**config.mk**
```make
export PLATFORM = sky130hd
export DESIGN_NAME = keypad_debouncer
export DESIGN_NICKNAME = d
export VERILOG_FILES = /design/src/rtl/keypad_debouncer.sv
export SDC_FILE = /design/constraint.sdc
export NUM_CORES = 1
export LEC_CHECK = 0
export BUFFER_PORTS_ARGS = -buffer_cell sky130_fd_sc_hd__buf_2
export CAP_MARGIN = 20
export CORE_MARGIN = 5
export CORE_UTILIZATION = 40
export DETAILED_ROUTE_END_ITERATION = 10
export GPL_ROUTABILITY_DRIVEN = 0
export GPL_TIMING_DRIVEN = 0
export SETUP_SLACK_MARGIN = 0.4
export SLEW_MARGIN = 20
export SYNTH_ARGS = -nofsm -noshare
export SYNTH_HDL_FRONTEND = slang
export SYNTH_SLANG_ARGS = --single-unit
```
**constraint.sdc**
```tcl
create_clock -name CLK -period 2.35 [get_ports CLK]
set_input_delay 0.1175 -clock CLK [delete_from_list [all_inputs] [get_ports CLK]]
set_output_delay 0.1175 -clock CLK [all_outputs]
set_load 0.01 [all_outputs]
```
**src/rtl/keypad_debouncer.sv**
```systemverilog
// Twelve-key synchroniser + per-key debouncer with registered press pulses and key code.
// Optional auto-repeat of the lowest held key is built when KEYPAD_AUTOREPEAT_EN is defined.
module keypad_debouncer #(
  parameter int DEBOUNCE_CYCLES = 1000,
  parameter int CNT_W           = 16,
  parameter int REPEAT_DELAY    = 50000,
  parameter int REPEAT_RATE     = 10000
) (
  input  logic        CLK,
  input  logic        RST,
  input  logic [11:0] Raw_key,
  output logic [11:0] Key_level,
  output logic [11:0] Key_press,
  output logic        Key_valid,
  output logic [3:0]  Key_code
);

  localparam int              NK      = 12;
  localparam logic [CNT_W-1:0] CNT_MAX = CNT_W'(DEBOUNCE_CYCLES - 1);

  if (DEBOUNCE_CYCLES < 2 || (CNT_W < 31 && (1 << CNT_W) <= DEBOUNCE_CYCLES)) begin : g_bad_debounce
    $error("keypad_debouncer: DEBOUNCE_CYCLES must be >= 2 and fit in CNT_W bits");
  end
  if (REPEAT_DELAY < 1 || REPEAT_RATE < 1) begin : g_bad_repeat
    $error("keypad_debouncer: REPEAT_DELAY and REPEAT_RATE must be >= 1");
  end

  function automatic logic [3:0] lowest_idx(input logic [NK-1:0] v);
    lowest_idx = 4'd0;
    for (int i = NK - 1; i >= 0; i--) begin
      if (v[i]) lowest_idx = 4'(i);
    end
  endfunction

  logic [NK-1:0]    r_sync_p0;
  logic [NK-1:0]    r_sync_p1;
  logic [NK-1:0]    r_stable;
  logic [CNT_W-1:0] r_cnt [NK];
  logic [NK-1:0]    r_press;
  logic             r_valid;
  logic [3:0]       r_code;

  logic [NK-1:0]    w_rise;
  logic [NK-1:0]    w_press_nxt;

  // Stage p0/p1: two-flop synchroniser; then per-key debounce into r_stable
  always_ff @(posedge CLK or negedge RST) begin
    if (!RST) begin
      r_sync_p0 <= '0;
      r_sync_p1 <= '0;
      r_stable  <= '0;
      for (int i = 0; i < NK; i++) r_cnt[i] <= '0;
    end else begin
      r_sync_p0 <= Raw_key;
      r_sync_p1 <= r_sync_p0;
      for (int i = 0; i < NK; i++) begin
        if (r_sync_p1[i] == r_stable[i]) begin
          r_cnt[i] <= '0;
        end else if (r_cnt[i] == CNT_MAX) begin
          r_stable[i] <= r_sync_p1[i];
          r_cnt[i]    <= '0;
        end else begin
          r_cnt[i] <= r_cnt[i] + CNT_W'(1);
        end
      end
    end
  end

  // A rise is accepted on the same edge r_stable goes high, so the pulse aligns with Key_level
  always_comb begin
    w_rise = '0;
    for (int i = 0; i < NK; i++) begin
      w_rise[i] = (r_cnt[i] == CNT_MAX) & r_sync_p1[i] & ~r_stable[i];
    end
  end

`ifdef KEYPAD_AUTOREPEAT_EN
  localparam int HOLD_MAX = (REPEAT_DELAY > REPEAT_RATE) ? REPEAT_DELAY : REPEAT_RATE;
  localparam int HOLD_W   = $clog2(HOLD_MAX + 1);

  logic [HOLD_W-1:0] r_hold;
  logic              r_rep_act;
  logic              r_rep_phase;
  logic [3:0]        r_rep_idx;

  logic [3:0]        w_rep_idx;
  logic [HOLD_W-1:0] w_hold_tgt;
  logic              w_any;
  logic              w_fire;

  always_comb begin
    w_rep_idx  = lowest_idx(r_stable);
    w_any      = |r_stable;
    w_hold_tgt = r_rep_phase ? HOLD_W'(REPEAT_RATE - 1) : HOLD_W'(REPEAT_DELAY - 1);
    w_fire     = w_any & r_rep_act & (w_rep_idx == r_rep_idx) & (r_hold == w_hold_tgt);
    w_press_nxt = w_rise;
    if (w_fire) w_press_nxt = w_rise | (NK'(1) << w_rep_idx);
  end

  // Tracking starts one edge after the level rises, hence the hold count starts at 1
  always_ff @(posedge CLK or negedge RST) begin
    if (!RST) begin
      r_hold      <= '0;
      r_rep_act   <= 1'b0;
      r_rep_phase <= 1'b0;
      r_rep_idx   <= 4'd0;
    end else if (!w_any) begin
      r_hold      <= '0;
      r_rep_act   <= 1'b0;
      r_rep_phase <= 1'b0;
    end else if (!r_rep_act || (w_rep_idx != r_rep_idx)) begin
      r_hold      <= HOLD_W'(1);
      r_rep_act   <= 1'b1;
      r_rep_phase <= 1'b0;
      r_rep_idx   <= w_rep_idx;
    end else if (w_fire) begin
      r_hold      <= '0;
      r_rep_phase <= 1'b1;
    end else begin
      r_hold <= r_hold + HOLD_W'(1);
    end
  end
`else
  always_comb begin
    w_press_nxt = w_rise;
  end
`endif

  // Stage p2: registered press vector, valid and priority code
  always_ff @(posedge CLK or negedge RST) begin
    if (!RST) begin
      r_press <= '0;
      r_valid <= 1'b0;
      r_code  <= 4'd0;
    end else begin
      r_press <= w_press_nxt;
      r_valid <= |w_press_nxt;
      r_code  <= lowest_idx(w_press_nxt);
    end
  end

  assign Key_level = r_stable;
  assign Key_press = r_press;
  assign Key_valid = r_valid;
  assign Key_code  = r_code;

endmodule

```
==> results_dict.tcl <==
set metrics [dict create \
    worst_slack_ns 0.3093 \
    syn_area_per_cell_um2 10.41 \
    regToRegStartpoint "r_cnt[42]$_DFF_PN0_" \
    period_share_pct 86.84 \
    grt_pass1_vias 7361 \
    crit_fanout 5 \
    rsz0062_at_grt "true" \
    die_w_um 174.8 \
    cts_inserted_buffers 28 \
    max_freq_ghz 0.4900 \
    core_um2 26880 \
    slew_headroom_pct 57.17 \
    grt_max_degree 89 \
    startpoint "r_cnt[42]$_DFF_PN0_" \
    clockBufferDepth 3 \
    r2r_cells 7 \
    clockRootBuffer "clkbuf_16" \
    antenna_cells 0 \
    synth_cells 1043 \
    hold_path.class "primary input to asynchronous set/reset pin" \
    dpl_cell_area_um2 11560 \
    async_reset_ff_share_pct 100.0 \
    maxCapViolations 0 \
    port_buffers 42 \
    drc 0 \
    nets 1190 \
    tns_ns 0 \
    area_growth_pct 21.39 \
    row_count 60 \
    crit_arrival_ns 2.49 \
    ir_worst_vdd_mv 0.4354 \
    slew_viol_final 0 \
    die_area_um2 30540 \
    cts_max_level 1 \
    ys_warn_count 0 \
    yosysUniqueCellTypes 45 \
    min_period_ns 2.041 \
    antenna_found_initial 0 \
    total_power_mw 8.906 \
    status "finished, final reports clean" \
    setup_viol_count_final 0 \
    clk_pin_slew_ns 0.06 \
    drive_gt1_share_pct 16.75 \
    start_util_pct 40.40 \
    leakage_nw 5.951 \
    cts_tree "built" \
    synth-seq-area-share_pct 56.46 \
    place_ws_ns 0.07137 \
    via_per_inst 4.972 \
    endpoint_kind "register" \
    worstSetupPathType "register to register" \
    power_density_nw_per_um2 675.7 \
    drtIter0Drc 444 \
    ys_ff_latch 245 \
    wire_per_inst_um 13.41 \
    synth_ff_type "dfrtp_1" \
    synth_edf_count 0 \
    n_fill_cell 2422 \
    dp_hpwl_um 13470 \
    finalHoldViolCount 0 \
    finalClockSkew_ns 0.01305 \
    fin_area_um2 13180 \
    start_kind "register" \
    required_ns 2.80 \
    io_pins 43 \
    grt_pass1_wl_um 35240 \
    ant_nets 0 \
    clock-sinks 245 \
    overflow 0 \
    syn-num-nets 1069 \
    clock_latency_ns 0.53 \
    syn_area_um2 10860 \
    wl_um 20430 \
    worstMarginPinSlew_ns 0.6424 \
    track_usage_pct 13.42 \
    dr.pass1.iters 4 \
    vias 7572 \
    die_y_um 174.8 \
]
==> cells in the mapped netlist (3+ instances only) <==
library cell	n	area [um^2]
a21oi_1	26	130.1
and2_1	4	25.02
and3_1	43	269.0
and4_1	10	87.58
clkbuf_1	16	60.06
dfrtp_1	245	6131
ha_1	12	150.1
inv_1	9	33.78
mux2_2	9	101.4
nand2_1	69	259.0
nand2b_1	5	31.28
nand3_1	86	430.4
nand4_1	23	143.9
nor2_1	199	747.0
nor2b_1	7	43.79
nor3_1	17	85.08
nor3b_1	3	22.52
nor4_1	14	87.58
nor4b_1	5	43.79
nor4bb_1	5	50.05
o21ai_0	25	125.1
o21bai_1	3	22.52
or2_2	4	25.02
or3_1	24	150.1
or4_4	3	33.78
xnor2_1	49	429.2
xor2_1	105	919.6
==> stage by stage <==
| stage | hold WS, ns | cells | utilization (%) |
|---|---|---|---|
| final | 0.1843 | 1523 | 49.04 |
| after global routing | 0.2073 | 1523 | 49.04 |
| after CTS | 0.1908 | 1504 | 48.05 |
| after detailed placement | 0.1753 | 1428 | 43.01 |
| after global placement | 0.2263 | 1426 | 42.77 |
| after floorplan | -0.1781 | 1043 | - |
==> cell usage in the layout, fill, tap and decap left out, types with 4 or more instances in the layout <==
cell,Yosys,final
buf_6,0,4
nor3_1,17,16
and3_1,43,41
dlygate4sd3_1,0,13
buf_4,1,35
nor2_1,199,196
nand3_1,86,85
clkbuf_2,1,8
or4_4,3,4
xnor2_1,49,49
nor2b_1,7,7
nor4bb_1,5,4
ha_1,12,6
nand2_1,69,67
nor4_4,1,4
and2_1,4,4
o21ai_0,25,25
clkbuf_8,1,7
nand4_1,23,23
xor2_1,105,105
or3_1,24,24
clkbuf_1,16,12
a21oi_1,26,24
clkinv_2,0,4
dfrtp_1,245,244
mux2_2,9,9
nor4_1,14,8
nor4_2,2,5
inv_1,9,9
buf_2,2,41
clkbuf_16,0,29
nand2b_1,5,5
and4_1,10,7
==> where the power goes <==
part           internal [mW]  switching (mW)
registers               4.29          0.0581
logic                  0.121           0.193
clock network           2.61            1.63
==> flip-flops by register name, summed over array words and instances, names as in the netlist <==
register	flops
r_sync_p1	12
Key_level	12
r_sync_p0	12
Key_code	4
Key_press	12
r_cnt	192
Key_valid	1
==> logic make-up after synthesis <==
kind of cell | count (synthesis) | synth area share (%)
compound gates | 59 | 2.915
flops | 245 | 56.46
buf+inv | 30 | 1.198
mux | 10 | 1.072
simple gates | 533 | 24.54
fa+ha+maj | 12 | 1.383
xor+xnor | 154 | 12.42
==> metal layers <==
layer  up-vias  share of wire (%)  global-route usage (%)
li1       3797                  -                       -
met1      3646                 48                   19.12
met2        94                 45                   21.30
met3        35                4.3                   2.661
met4         0                2.2                   3.241
met5         -                  0                       0
==> worst max-delay path: stages, from the launching register on <==
cell	delay, ns
dfrtp_1	0.44
nor4_2	0.28
nand2_1	0.14
nor4_4	0.44
o21bai_1	0.14
a21oi_2	0.24
o21bai_1	0.11
a211oi_2	0.17
==> repair_timing <==
| action | in CTS | in global routing |
|---|---|---|
| cloned | 0 | 1 |
| hold endpoints to repair | 97 | 0 |
| pin swaps | 20 | 15 |
| hold buffers | 13 | 0 |
| setup buffers | 15 | 18 |
| resized for setup | 46 | 41 |
| endpoints found under the setup margin | 73 | 117 |
==> cell type report <==
cell class | count | area, um^2 | area share, %
clock inverters | 7 | 87.58 | 0.6645
repair buffers | 91 | 664.4 | 5.041
well taps | 341 | 426.7 | 3.237
flip-flops and latches | 245 | 6132 | 46.53
clock buffers | 41 | 820.8 | 6.227
multi-input cells | 768 | 4865 | 36.91
inverters | 9 | 33.78 | 0.2563
plain buffers | 21 | 150.1 | 1.139
==> worst paths after layout <==
kind / endpoint / slack, ns
min reg2reg: r_sync_p1[3]$_DFF_PN0_ / 0.35
max reg2reg: Key_code[0]$_DFF_PN0_ / 0.31
max in group asynchronous: r_cnt[184]$_DFF_PN0_ / 0.96
max: Key_code[0]$_DFF_PN0_ / 0.31
min: r_cnt[68]$_DFF_PN0_ / 0.18
min in group CLK: r_sync_p0[9]$_DFF_PN0_ / 0.23
Note: power is estimated with default switching activity, not from simulation.
